**src/rtl/vga_timing_pkg.sv**
```systemverilog
// Shared constants for vga_timing_gen: standard mode timings, sync polarities,
// the pipelined flag bundle and the colour-bar lookup used by VGA_TEST_PATTERN_EN.
package vga_timing_pkg;

    localparam logic POL_ACTIVE_LOW  = 1'b0;
    localparam logic POL_ACTIVE_HIGH = 1'b1;

    // 640x480 @ 60 Hz, 25.175 MHz pixel clock
    localparam int unsigned VGA640_H_ACTIVE = 640;
    localparam int unsigned VGA640_H_FP     = 16;
    localparam int unsigned VGA640_H_SYNC   = 96;
    localparam int unsigned VGA640_H_BP     = 48;
    localparam int unsigned VGA640_V_ACTIVE = 480;
    localparam int unsigned VGA640_V_FP     = 10;
    localparam int unsigned VGA640_V_SYNC   = 2;
    localparam int unsigned VGA640_V_BP     = 33;
    localparam logic        VGA640_HS_POL   = POL_ACTIVE_LOW;
    localparam logic        VGA640_VS_POL   = POL_ACTIVE_LOW;

    // 800x600 @ 60 Hz, 40 MHz pixel clock
    localparam int unsigned SVGA800_H_ACTIVE = 800;
    localparam int unsigned SVGA800_H_FP     = 40;
    localparam int unsigned SVGA800_H_SYNC   = 128;
    localparam int unsigned SVGA800_H_BP     = 88;
    localparam int unsigned SVGA800_V_ACTIVE = 600;
    localparam int unsigned SVGA800_V_FP     = 1;
    localparam int unsigned SVGA800_V_SYNC   = 4;
    localparam int unsigned SVGA800_V_BP     = 23;
    localparam logic        SVGA800_HS_POL   = POL_ACTIVE_HIGH;
    localparam logic        SVGA800_VS_POL   = POL_ACTIVE_HIGH;

    localparam int unsigned BAR_COUNT = 8;

    // Raw per-pixel flags; hs/vs mean "inside the sync region", polarity applied at the pins.
    typedef struct packed {
        logic hs;
        logic vs;
        logic de;
        logic fs;
        logic ls;
    } vga_flags_t;

    typedef struct packed {
        logic r;
        logic g;
        logic b;
    } bar_rgb_t;

    function automatic bar_rgb_t colour_bar(input logic [2:0] idx);
        bar_rgb_t c;
        case (idx)
            3'd0:    c = '{r: 1'b1, g: 1'b1, b: 1'b1};
            3'd1:    c = '{r: 1'b1, g: 1'b1, b: 1'b0};
            3'd2:    c = '{r: 1'b0, g: 1'b1, b: 1'b1};
            3'd3:    c = '{r: 1'b0, g: 1'b1, b: 1'b0};
            3'd4:    c = '{r: 1'b1, g: 1'b0, b: 1'b1};
            3'd5:    c = '{r: 1'b1, g: 1'b0, b: 1'b0};
            3'd6:    c = '{r: 1'b0, g: 1'b0, b: 1'b1};
            default: c = '{r: 1'b0, g: 1'b0, b: 1'b0};
        endcase
        return c;
    endfunction

endpackage

```
**src/rtl/vga_delay_line.sv**
```systemverilog
// Enabled shift register of configurable depth/width with asynchronous active-low clear.
// DEPTH = 0 degenerates to a wire.
module vga_delay_line #(
    parameter int unsigned DEPTH = 1,
    parameter int unsigned WIDTH = 1
) (
    input  logic             clk_i,
    input  logic             rst_ni,
    input  logic             en_i,
    input  logic [WIDTH-1:0] d_i,
    output logic [WIDTH-1:0] q_o
);

    if (DEPTH == 0) begin : g_bypass
        assign q_o = d_i;
    end else begin : g_shift
        logic [WIDTH-1:0] stage_q [DEPTH];

        always_ff @(posedge clk_i or negedge rst_ni) begin
            if (!rst_ni) begin
                for (int unsigned i = 0; i < DEPTH; i++) begin
                    stage_q[i] <= '0;
                end
            end else if (en_i) begin
                stage_q[0] <= d_i;
                for (int unsigned i = 1; i < DEPTH; i++) begin
                    stage_q[i] <= stage_q[i-1];
                end
            end
        end

        assign q_o = stage_q[DEPTH-1];
    end

endmodule

```
**src/rtl/vga_timing_gen.sv**
```systemverilog
// Parametrised VGA timing generator with LAT-cycle look-ahead pixel fetch.
// Optional built-in colour bars when VGA_TEST_PATTERN_EN is defined (adds test_mode input).
module vga_timing_gen
    import vga_timing_pkg::*;
#(
    parameter int unsigned CW       = 12,
    parameter int unsigned DW       = 8,
    parameter int unsigned H_ACTIVE = VGA640_H_ACTIVE,
    parameter int unsigned H_FP     = VGA640_H_FP,
    parameter int unsigned H_SYNC   = VGA640_H_SYNC,
    parameter int unsigned H_BP     = VGA640_H_BP,
    parameter int unsigned V_ACTIVE = VGA640_V_ACTIVE,
    parameter int unsigned V_FP     = VGA640_V_FP,
    parameter int unsigned V_SYNC   = VGA640_V_SYNC,
    parameter int unsigned V_BP     = VGA640_V_BP,
    parameter logic        HS_POL   = VGA640_HS_POL,
    parameter logic        VS_POL   = VGA640_VS_POL,
    parameter int unsigned LAT      = 1
) (
    input  logic            pclk,
    input  logic            reset,
    input  logic            en,
`ifdef VGA_TEST_PATTERN_EN
    input  logic            test_mode,
`endif
    input  logic [3*DW-1:0] vga_data,
    output logic            req,
    output logic [CW-1:0]   h_addr,
    output logic [CW-1:0]   v_addr,
    output logic            hsync,
    output logic            vsync,
    output logic            valid,
    output logic [DW-1:0]   vga_r,
    output logic [DW-1:0]   vga_g,
    output logic [DW-1:0]   vga_b,
    output logic            frame_start,
    output logic            line_start
);

    localparam int unsigned H_TOTAL = H_ACTIVE + H_FP + H_SYNC + H_BP;
    localparam int unsigned V_TOTAL = V_ACTIVE + V_FP + V_SYNC + V_BP;

    if (longint'(H_TOTAL) > (64'sd1 <<< CW)) begin : g_h_total_chk
        $error("vga_timing_gen: H_TOTAL does not fit in CW bits");
    end
    if (longint'(V_TOTAL) > (64'sd1 <<< CW)) begin : g_v_total_chk
        $error("vga_timing_gen: V_TOTAL does not fit in CW bits");
    end
    if (LAT > 8) begin : g_lat_chk
        $error("vga_timing_gen: LAT must be 0..8");
    end

    // Inclusive bounds keep every constant representable even when a total equals 2^CW.
    localparam logic [CW-1:0] H_LAST     = CW'(H_TOTAL - 1);
    localparam logic [CW-1:0] V_LAST     = CW'(V_TOTAL - 1);
    localparam logic [CW-1:0] H_ACT_LAST = CW'(H_ACTIVE - 1);
    localparam logic [CW-1:0] V_ACT_LAST = CW'(V_ACTIVE - 1);
    localparam logic [CW-1:0] HS_FIRST   = CW'(H_ACTIVE + H_FP);
    localparam logic [CW-1:0] HS_LAST    = CW'(H_ACTIVE + H_FP + H_SYNC - 1);
    localparam logic [CW-1:0] VS_FIRST   = CW'(V_ACTIVE + V_FP);
    localparam logic [CW-1:0] VS_LAST    = CW'(V_ACTIVE + V_FP + V_SYNC - 1);

    logic [CW-1:0] h_cnt_q, h_cnt_d;
    logic [CW-1:0] v_cnt_q, v_cnt_d;

    always_comb begin
        h_cnt_d = h_cnt_q;
        v_cnt_d = v_cnt_q;
        if (en) begin
            if (h_cnt_q == H_LAST) begin
                h_cnt_d = '0;
                v_cnt_d = (v_cnt_q == V_LAST) ? '0 : v_cnt_q + 1'b1;
            end else begin
                h_cnt_d = h_cnt_q + 1'b1;
            end
        end
    end

    always_ff @(posedge pclk or negedge reset) begin
        if (!reset) begin
            h_cnt_q <= '0;
            v_cnt_q <= '0;
        end else begin
            h_cnt_q <= h_cnt_d;
            v_cnt_q <= v_cnt_d;
        end
    end

    logic       h_act, v_act;
    vga_flags_t flags_raw, flags_dly;

    always_comb begin
        h_act        = (h_cnt_q <= H_ACT_LAST);
        v_act        = (v_cnt_q <= V_ACT_LAST);
        flags_raw    = '0;
        flags_raw.hs = (h_cnt_q >= HS_FIRST) && (h_cnt_q <= HS_LAST);
        flags_raw.vs = (v_cnt_q >= VS_FIRST) && (v_cnt_q <= VS_LAST);
        flags_raw.de = h_act && v_act;
        flags_raw.fs = (h_cnt_q == '0) && (v_cnt_q == '0);
        flags_raw.ls = (h_cnt_q == '0) && v_act;
    end

    assign req    = h_act && v_act;
    assign h_addr = req ? h_cnt_q : '0;
    assign v_addr = req ? v_cnt_q : '0;

`ifdef VGA_TEST_PATTERN_EN
    localparam int unsigned PIPE_W    = $bits(vga_flags_t) + 3;
    localparam int unsigned BAR_WIDTH = (H_ACTIVE / BAR_COUNT > 0) ? H_ACTIVE / BAR_COUNT : 1;
    localparam logic [CW-1:0] BAR_W_C = CW'(BAR_WIDTH);
    localparam logic [CW-1:0] BAR_MAX = CW'(BAR_COUNT - 1);

    logic [CW-1:0] bar_col;
    logic [2:0]    bar_idx, bar_idx_dly;

    always_comb begin
        bar_col = h_cnt_q / BAR_W_C;
        bar_idx = (bar_col > BAR_MAX) ? 3'd7 : bar_col[2:0];
    end
`else
    localparam int unsigned PIPE_W = $bits(vga_flags_t);
`endif

    logic [PIPE_W-1:0] pipe_in, pipe_out;

`ifdef VGA_TEST_PATTERN_EN
    // The bar index rides the same pipeline as the flags so bars respect LAT.
    assign pipe_in                  = {flags_raw, bar_idx};
    assign {flags_dly, bar_idx_dly} = pipe_out;
`else
    assign pipe_in   = flags_raw;
    assign flags_dly = vga_flags_t'(pipe_out);
`endif

    vga_delay_line #(
        .DEPTH (LAT),
        .WIDTH (PIPE_W)
    ) u_flag_dly (
        .clk_i  (pclk),
        .rst_ni (reset),
        .en_i   (en),
        .d_i    (pipe_in),
        .q_o    (pipe_out)
    );

    logic [3*DW-1:0] rgb_d, rgb_q;
    logic            hsync_q, vsync_q, valid_q, fs_q, ls_q;

    always_comb begin
        rgb_d = '0;
        if (flags_dly.de) begin
`ifdef VGA_TEST_PATTERN_EN
            if (test_mode) begin
                rgb_d = {{DW{colour_bar(bar_idx_dly).r}},
                         {DW{colour_bar(bar_idx_dly).g}},
                         {DW{colour_bar(bar_idx_dly).b}}};
            end else begin
                rgb_d = vga_data;
            end
`else
            rgb_d = vga_data;
`endif
        end
    end

    always_ff @(posedge pclk or negedge reset) begin
        if (!reset) begin
            hsync_q <= ~HS_POL;
            vsync_q <= ~VS_POL;
            valid_q <= 1'b0;
            fs_q    <= 1'b0;
            ls_q    <= 1'b0;
            rgb_q   <= '0;
        end else if (en) begin
            hsync_q <= flags_dly.hs ? HS_POL : ~HS_POL;
            vsync_q <= flags_dly.vs ? VS_POL : ~VS_POL;
            valid_q <= flags_dly.de;
            fs_q    <= flags_dly.fs;
            ls_q    <= flags_dly.ls;
            rgb_q   <= rgb_d;
        end
    end

    assign hsync       = hsync_q;
    assign vsync       = vsync_q;
    assign valid       = valid_q;
    assign frame_start = fs_q;
    assign line_start  = ls_q;
    assign vga_r       = rgb_q[3*DW-1:2*DW];
    assign vga_g       = rgb_q[2*DW-1:DW];
    assign vga_b       = rgb_q[DW-1:0];

endmodule

```
**config.mk**
```make
export PLATFORM = sky130hd
export DESIGN_NAME = vga_timing_gen
export DESIGN_NICKNAME = d
export VERILOG_FILES = /design/src/rtl/vga_timing_pkg.sv /design/src/rtl/vga_delay_line.sv /design/src/rtl/vga_timing_gen.sv
export SDC_FILE = /design/constraint.sdc
export NUM_CORES = 1
export LEC_CHECK = 0
export BUFFER_PORTS_ARGS = -buffer_cell sky130_fd_sc_hd__buf_2
export CORE_UTILIZATION = 55
export DETAILED_ROUTE_END_ITERATION = 10
export PLACE_DENSITY_LB_ADDON = 0.12
export SLEW_MARGIN = 15
export SYNTH_ARGS = -nofsm -noshare
export SYNTH_HDL_FRONTEND = slang
export SYNTH_SLANG_ARGS = --single-unit
```
**constraint.sdc**
```tcl
create_clock -name pclk -period 3.9 [get_ports pclk]
set_clock_uncertainty 0.1 [all_clocks]
set_input_delay 0.195 -clock pclk [delete_from_list [all_inputs] [get_ports pclk]]
set_output_delay 0.195 -clock pclk [all_outputs]
set_load 0.02 [all_outputs]
```
==> results.md, run 1 <==
- Count of endpoints failing setup in the final report: 0
- Clock sinks: a little under 60
- Total power after layout: approximately 1.4 mW
- Post-layout minimum cycle time: 2.599 ns
- First-pass GRT wire length: between 9000 and 10000 µm
- Vias after detailed routing: between 2000 and 2500
- Main combinational cell family by area after synthesis: simple AND/OR/NAND/NOR gates
- # port buffers: 75
- Initial standard-cell utilization of the core: between 50 and 60%
- Mux cell area share after synthesis: between 3 and 4%
- Worst reg2reg endpoint: v_cnt_q[11]$_DFFE_PN0P_
- Worst min-delay path startpoint: vga_data[1]
- R2r startpoint: h_cnt_q[0]$_DFFE_PN0P_
- Leakage: about 1.8 nW
- Data required, critical path: between 3 and 4 ns
- Number of buffers on the longest clock path: 2
- Setup ws final: ~1.3 ns
- Setup WS pre-CTS: approximately 1.7 ns
- Worst-case headroom to the max-slew limit: 48.66%
- Clock tree from TritonCTS: built
- Antenna viol nets, final: 0
- Critical path fanouts, max: 13
- Number of warnings reported in the yosys synthesis log: 0
- Post_cts resized: 0
- Standard cell core area: slightly above 5000 µm²
- Max-slew violation count: 0
- Fraction of layout cells with a size suffix above 1: roughly 27%
- Maximum number of pins on one net before global-route repair: 70
- Total power density per cell area: 401.8 nW/µm²
- Actual slew at the worst max-slew pin: 0.7701 ns
- Maximum VDD drop: 0.0002535 V
- Global route overflow: 0
- Arithmetic-cell share of the synthesized area counting full adders, half adders and majority gates: 2.141%
- Clock edge transition at the registers on the reported setup and hold paths: about 0.06 ns
- Detailed-route wire length: roughly 6100 µm
- Number of instances on the worst hold path: 3
- Hold violation total from the final report: 0
- Class of the tightest hold or removal check: input port to flip-flop
- Endpoint class of the critical path: output port
- Post-CTS Hold Fix Bufs: 8
- Buffer count from post-CTS setup fixing: 0
- Fin nets: roughly 410
- Inserted Clock Buffers: 9
- Number of global-route vias before repair: 2124
- Cell Count Post-Placement: 432
- Worst hold path endpoint: rgb_q[1]$_DFFE_PN0P_
- FILL cells: approximately 420
- Antenna violations before repair: 0
- Final period util: about 67%
- Slowest library cell on the worst path: nor4b_2
- MaxCap Viol Count: 0
- Length in cells of the worst reg-to-reg path: 5
- Slowest stage delay, CP: approximately 0.61 ns
- HPWL Detailed: a little under 4000 µm
- Post-synthesis cell count: just over 300
- Cell class contributing the biggest share of worst-path delay: simple AND/OR/NAND/NOR gates
- Placer congestion estimate: a little over 0.8
- Flop-to-flop setup slack: between 1.5 and 2 ns
- Setup repair after global routing missed its margin: false
- Count of state elements after synthesis: 58
- Synth Cell Area: about 2900 µm²
- Floorplan die area: around 5600 µm²
- Area share of xor/xnor cells in the synthesized design: approximately 3.6%
- Vertical die dimension: around 75 µm
- Unique masters post-synth: 40
- Area grow syn2layout: 23.21%
- Post-route setup TNS: 0 ns
- Run status: complete, no violations
- Simple-gate share of the synthesized area: between 20% and 30%
- CTS HTree Levels: 3
- Vias per cell: between 5 and 6
- Cell row count: 26
- Compound-Gate Fraction of Synth Area: between 8 and 9%
- GRT Total Usage: a little under a quarter
- Type of element launching the critical path: flip-flop
- Highest clock frequency the design can meet: just under 0.4 GHz
- Number of standard cells in the final layout excluding fillers: approximately 460
- Worst EP arrival: 2.30 ns
- Average size of a mapped cell: roughly 9.6 µm²
- Antenna diode count: 0
- DRC marker count from the first detailed-route iteration: between 90 and 100
- DRC violations left: 0
- Wire per inst: 13.38 µm
- I/O pin total: 81
- Post-Route Utilization: a little over two thirds
- Crit path kind: flip-flop to output port
- Crit-path cells: nand4_1 > nand2_1 > nor4b_2 > buf_4 > and2_1 > buf_2
- Root buffer selected by CTS: clkbuf_8
- Die span in x: 74.88 µm
- Number of buffers and inverters on the critical path: 2
- Clock insertion delay at the later pin of the skew report: around 0.33 ns
- First-pass detailed-route iteration total: 4
- Post-synthesis sequential area ratio: between 40% and 50%
## layout make-up
| class | count | area [µm²] | area share, % |
|---|---|---|---|
| multi-input combinational | 190 | 1222 | 33.96 |
| clock buffer | 14 | 162.7 | 4.519 |
| timing repair buffer | 86 | 478.0 | 13.28 |
| sequential | 58 | 1454 | 40.39 |
| inverter | 36 | 135.1 | 3.754 |
| tap | 70 | 87.58 | 2.433 |
| clock inverter | 2 | 60.06 | 1.668 |
## power by group
part | internal (mW) | switching (mW) | leakage, nW
combinational | 0.0644 | 0.0705 | 0.883
clock | 0.396 | 0.221 | 0.111
sequential | 0.629 | 0.0656 | 0.770
## cell families (layout without fill, tap and decap cells)
family,Yosys count,after routing
AOI/OAI and AO/OA,44,44
xor gates and xnor gates,12,12
adders and majority gates,5,5
buffers and inverters,60,138
DFF,58,58
muxes,10,10
other,1,5
and+or+nand+nor,114,114
## metal layers
layer	up-vias	global-route usage [%]	wire length [µm]
met1	1154	29.01	2870
met4	0	11.53	85
li1	1174	-	-
met3	7	5.489	318
met2	78	37.64	2825
met5	-	0	0
## through the flow
| step | hold slack (ns) | cell area, µm² |
|---|---|---|
| finish | 0.008287 | 3600 |
| global route | 0.01544 | 3600 |
| CTS | 0.001374 | 3600 |
| detailed placement | 0.06966 | 3297 |
| global placement | 0.06901 | 3297 |
| floorplan | -0.2006 | 2937 |
## worst reg2reg max path, delay by kind of cell, from the launching register on
| kind | cells | cell delay, ns |
|---|---|---|
| adder cells (fa/ha/maj) | 1 | 0.26 |
| XOR/XNOR | 1 | 0.17 |
| flip-flops | 1 | 0.44 |
| AND/OR/NAND/NOR | 3 | 1.11 |
## cells in the final DEF (no fill, tap or decap), drive strengths merged, types with 2 or more instances in the layout
master       synthesis  routed
dfstp                2       2
conb                 1       5
mux2i                4       4
nand2               16      16
dlygate4sd3          0       8
nor2                 4       4
buf                 16      78
and4                 3       3
and2                20      20
nand3               39      39
inv                 36      36
nor3                 6       6
xnor2                5       5
a21oi                4       4
o22ai                2       2
and3                 2       2
ha                   5       5
bufinv               0       2
o32ai                2       2
or3                  2       2
nor4                 7       7
dfrtp               56      56
nand4                8       8
clkbuf               8      14
nor2b                2       2
mux2                 6       6
o21ai               32      32
xor2                 7       7
nor4b                4       4
## state kept, by name, indices dropped and copies added (netlist names)
name and cells:
line_start 1, hsync 1, frame_start 1, h_cnt_q 12
rgb_q 24, v_cnt_q 12, valid 1, vsync 1
u_flag_dly.q_o 5
## how the worst max path moves through the flow
| stage | startpoint | end | slack [ns] | cells after the start |
|---|---|---|---|---|
| after CTS | v_cnt_q[5]$_DFFE_PN0P_ | v_addr[0] | 1.29 | 6 |
| after floorplan | v_cnt_q[10]$_DFFE_PN0P_ | v_addr[0] | 2.08 | 5 |
| after global routing | v_cnt_q[5]$_DFFE_PN0P_ | h_addr[8] | 1.08 | 6 |
| after global placement | v_cnt_q[5]$_DFFE_PN0P_ | v_addr[5] | 1.77 | 6 |
| after detailed placement | v_cnt_q[7]$_DFFE_PN0P_ | v_addr[7] | 1.67 | 6 |
| final | v_cnt_q[5]$_DFFE_PN0P_ | v_addr[0] | 1.30 | 6 |
## cell usage after synthesis, drive strengths merged
cell | number | area share, %
dfrtp | 56 | 48
nand3 | 39 | 6.7
inv | 36 | 4.6
o21ai | 32 | 5.5
and2 | 20 | 4.3
buf | 16 | 3.5
nand2 | 16 | 2.1
clkbuf | 8 | 1.0
nand4 | 8 | 1.9
nor4 | 7 | 2.7
xor2 | 7 | 2.1
mux2 | 6 | 2.3
nor3 | 6 | 1.2
ha | 5 | 2.1
xnor2 | 5 | 1.5
a21oi | 4 | 0.69
mux2i | 4 | 1.4
nor2 | 4 | 0.51
nor4b | 4 | 1.2
and4 | 3 | 0.90
and3 | 2 | 0.43
dfstp | 2 | 1.8
nor2b | 2 | 0.43
o22ai | 2 | 0.43
o32ai | 2 | 0.60
or3 | 2 | 0.43
a31oi | 1 | 0.43
conb | 1 | 0.13
nor4bb | 1 | 0.34
o21a | 1 | 0.26
o31a | 1 | 0.30
o31ai | 1 | 0.26
Note: power is estimated with default switching activity, not from simulation.
==> run 2, diff against run 1 <==
- CORE_UTILIZATION: 55 -> 52
- clock period: 3.9 -> 2.4 ns (I/O delays scaled with it)
==> run 2 against run 1 <==
Compared with the run above: die area rose by 5.6%; count of clock-buffer cells in the layout shrank 3; global-route usage is 1.6 points higher; register-to-register slack got worse by 1.4 ns; cell count increased by 3.9%; sequential cell count is the same; largest cell class unchanged.
==> results.md, run 2 (synthesis results as in run 1) <==
- Critical path fanouts, max: 11
- Area grow syn2layout: 28.74%
- Setup ws final: 0.2531 ns
- Vias per cell: roughly 5.2
- Slowest library cell on the worst path: dfrtp_1
- R2r startpoint: h_cnt_q[1]$_DFFE_PN0P_
- Post-layout minimum cycle time: ~2.1 ns
- I/O pin total: 81
- Die span in x: roughly 77 µm
- Worst reg2reg endpoint: v_cnt_q[11]$_DFFE_PN0P_
- Count of endpoints failing setup in the final report: 0
- Hold violation total from the final report: 0
- Worst-case headroom to the max-slew limit: about 46%
- Worst EP arrival: about 1.9 ns
- Fraction of layout cells with a size suffix above 1: 27.23%
- Antenna violations before repair: 0
- DRC marker count from the first detailed-route iteration: ~170
- Crit-path cells: nand4_1 > nand2_1 > nor4b_2 > buf_4 > and2_1 > buf_2
- Buffer count from post-CTS setup fixing: 0
- Clock tree from TritonCTS: built
- Standard cell core area: ~5300 µm²
- # port buffers: 75
- Wire per inst: 14.27 µm
- Data required, critical path: roughly 2.2 ns
- Inserted Clock Buffers: 9
- Antenna viol nets, final: 0
- Number of global-route vias before repair: around 2300
- Max-slew violation count: 0
- Vias after detailed routing: 2483
- Global route overflow: 0
- Setup WS pre-CTS: 0.3595 ns
- Clock sinks: 58
- Initial standard-cell utilization of the core: between 50% and 60%
- First-pass detailed-route iteration total: 5
- Post-route setup TNS: 0 ns
- Run status: complete, no violations
- Commonest cells after routing, fill and taps aside: buf_2 (75), dfrtp_1 (56), nand3_1 (39), inv_1 (36), o21ai_0 (29)
- Flop-to-flop setup slack: between 0.3 and 0.4 ns
- Actual slew at the worst max-slew pin: between 0.8 and 0.9 ns
- Slowest stage delay, CP: around 0.44 ns
- Placer congestion estimate: between 0.8 and 0.9
- Length in cells of the worst reg-to-reg path: 5
- Most common library cell in the layout ignoring fill and taps: buf_2
- Post-CTS Hold Fix Bufs: 25
- Detailed-route wire length: 6763 µm
- HPWL Detailed: around 4200 µm
- Number of flip-flops in the largest register: 24
- MaxCap Viol Count: 0
- DRC violations left: 0
- Cell row count: 26
- Leading registers by flop count: rgb_q: 24 flops, h_cnt_q: 12 flops, v_cnt_q: 12 flops
- Total power density per cell area: ~600 nW/µm²
- Setup repair after global routing missed its margin: false
- Final period util: between 80% and 90%
- Class of the tightest hold or removal check: input port to asynchronous set/reset pin
- Floorplan die area: a little under 6000 µm²
- GRT Total Usage: roughly 25%
- Maximum VDD drop: ~0.00041 V
- Clock edge transition at the registers on the reported setup and hold paths: 0.06 ns
- Vertical die dimension: ~77 µm
- Crit path kind: flip-flop to output port
- Most flop-heavy register: rgb_q
- CTS HTree Levels: 3
- Endpoint class of the critical path: output port
- First-pass GRT wire length: 11490 µm
- Post_cts resized: 0
- Fin nets: about 430
- Maximum number of pins on one net before global-route repair: 37
- Type of element launching the critical path: flip-flop
- Number of buffers on the longest clock path: 2
- Clock insertion delay at the later pin of the skew report: 0.33 ns
- FILL cells: approximately 400
- Root buffer selected by CTS: clkbuf_8
- Leakage: 1.839 nW
- Antenna diode count: 0
- Highest clock frequency the design can meet: 0.4658 GHz
run 2: critical path: cells and delay by family (launching register included):
family | cells | cell delay (ns)
DFF | 1 | 0.44
buffers and inverters | 2 | 0.37
and+or+nand+nor | 4 | 0.78
run 2: where the power goes:
group,total (mW),internal [mW],switching [mW]
clock network,0.881,0.521,0.360
logic,0.253,0.126,0.127
registers,1.12,1.02,0.102
total,2.26,1.67,0.590
run 2: worst max-delay path by stage:
stage / start / end
after floorplan: v_cnt_q[10]$_DFFE_PN0P_ / v_addr[0]
after global placement: h_cnt_q[0]$_DFFE_PN0P_ / v_cnt_q[11]$_DFFE_PN0P_
after detailed placement: h_cnt_q[1]$_DFFE_PN0P_ / v_cnt_q[11]$_DFFE_PN0P_
after CTS: v_cnt_q[5]$_DFFE_PN0P_ / v_addr[1]
after global routing: v_cnt_q[5]$_DFFE_PN0P_ / v_addr[6]
final: v_cnt_q[5]$_DFFE_PN0P_ / v_addr[0]
run 2: cell type report:
type / instances / area, µm² / area share (%)
clock buffer: 11 / 151.4 / 4.025
inverter: 36 / 135.1 / 3.593
sequential: 58 / 1454 / 38.66
timing repair buffer: 106 / 670.6 / 17.83
multi-input combinational: 190 / 1222 / 32.50
tap: 70 / 87.58 / 2.329
clock inverter: 3 / 40.04 / 1.065
run 2: through the flow:
step / util (%) / cells / power (mW) / hold WS (ns) / area, µm²
finish: 71.37 / 474 / 2.258 / 0.02826 / 3761
global route: 71.37 / 474 / 2.355 / 0.03114 / 3761
CTS: 71.37 / 474 / 2.273 / 0.01168 / 3761
detailed placement: 62.99 / 435 / 1.359 / -0.1741 / 3319
global placement: 62.99 / 435 / 1.346 / -0.1764 / 3319
floorplan: - / 308 / 1.307 / -0.2756 / 2937
run 2: layer usage:
layer  track usage [%]  part of all wire [%]
met1             33.18                    46
met2             39.11                    47
met3             4.048                   5.0
met5                 0                     0
met4             11.15                   1.9
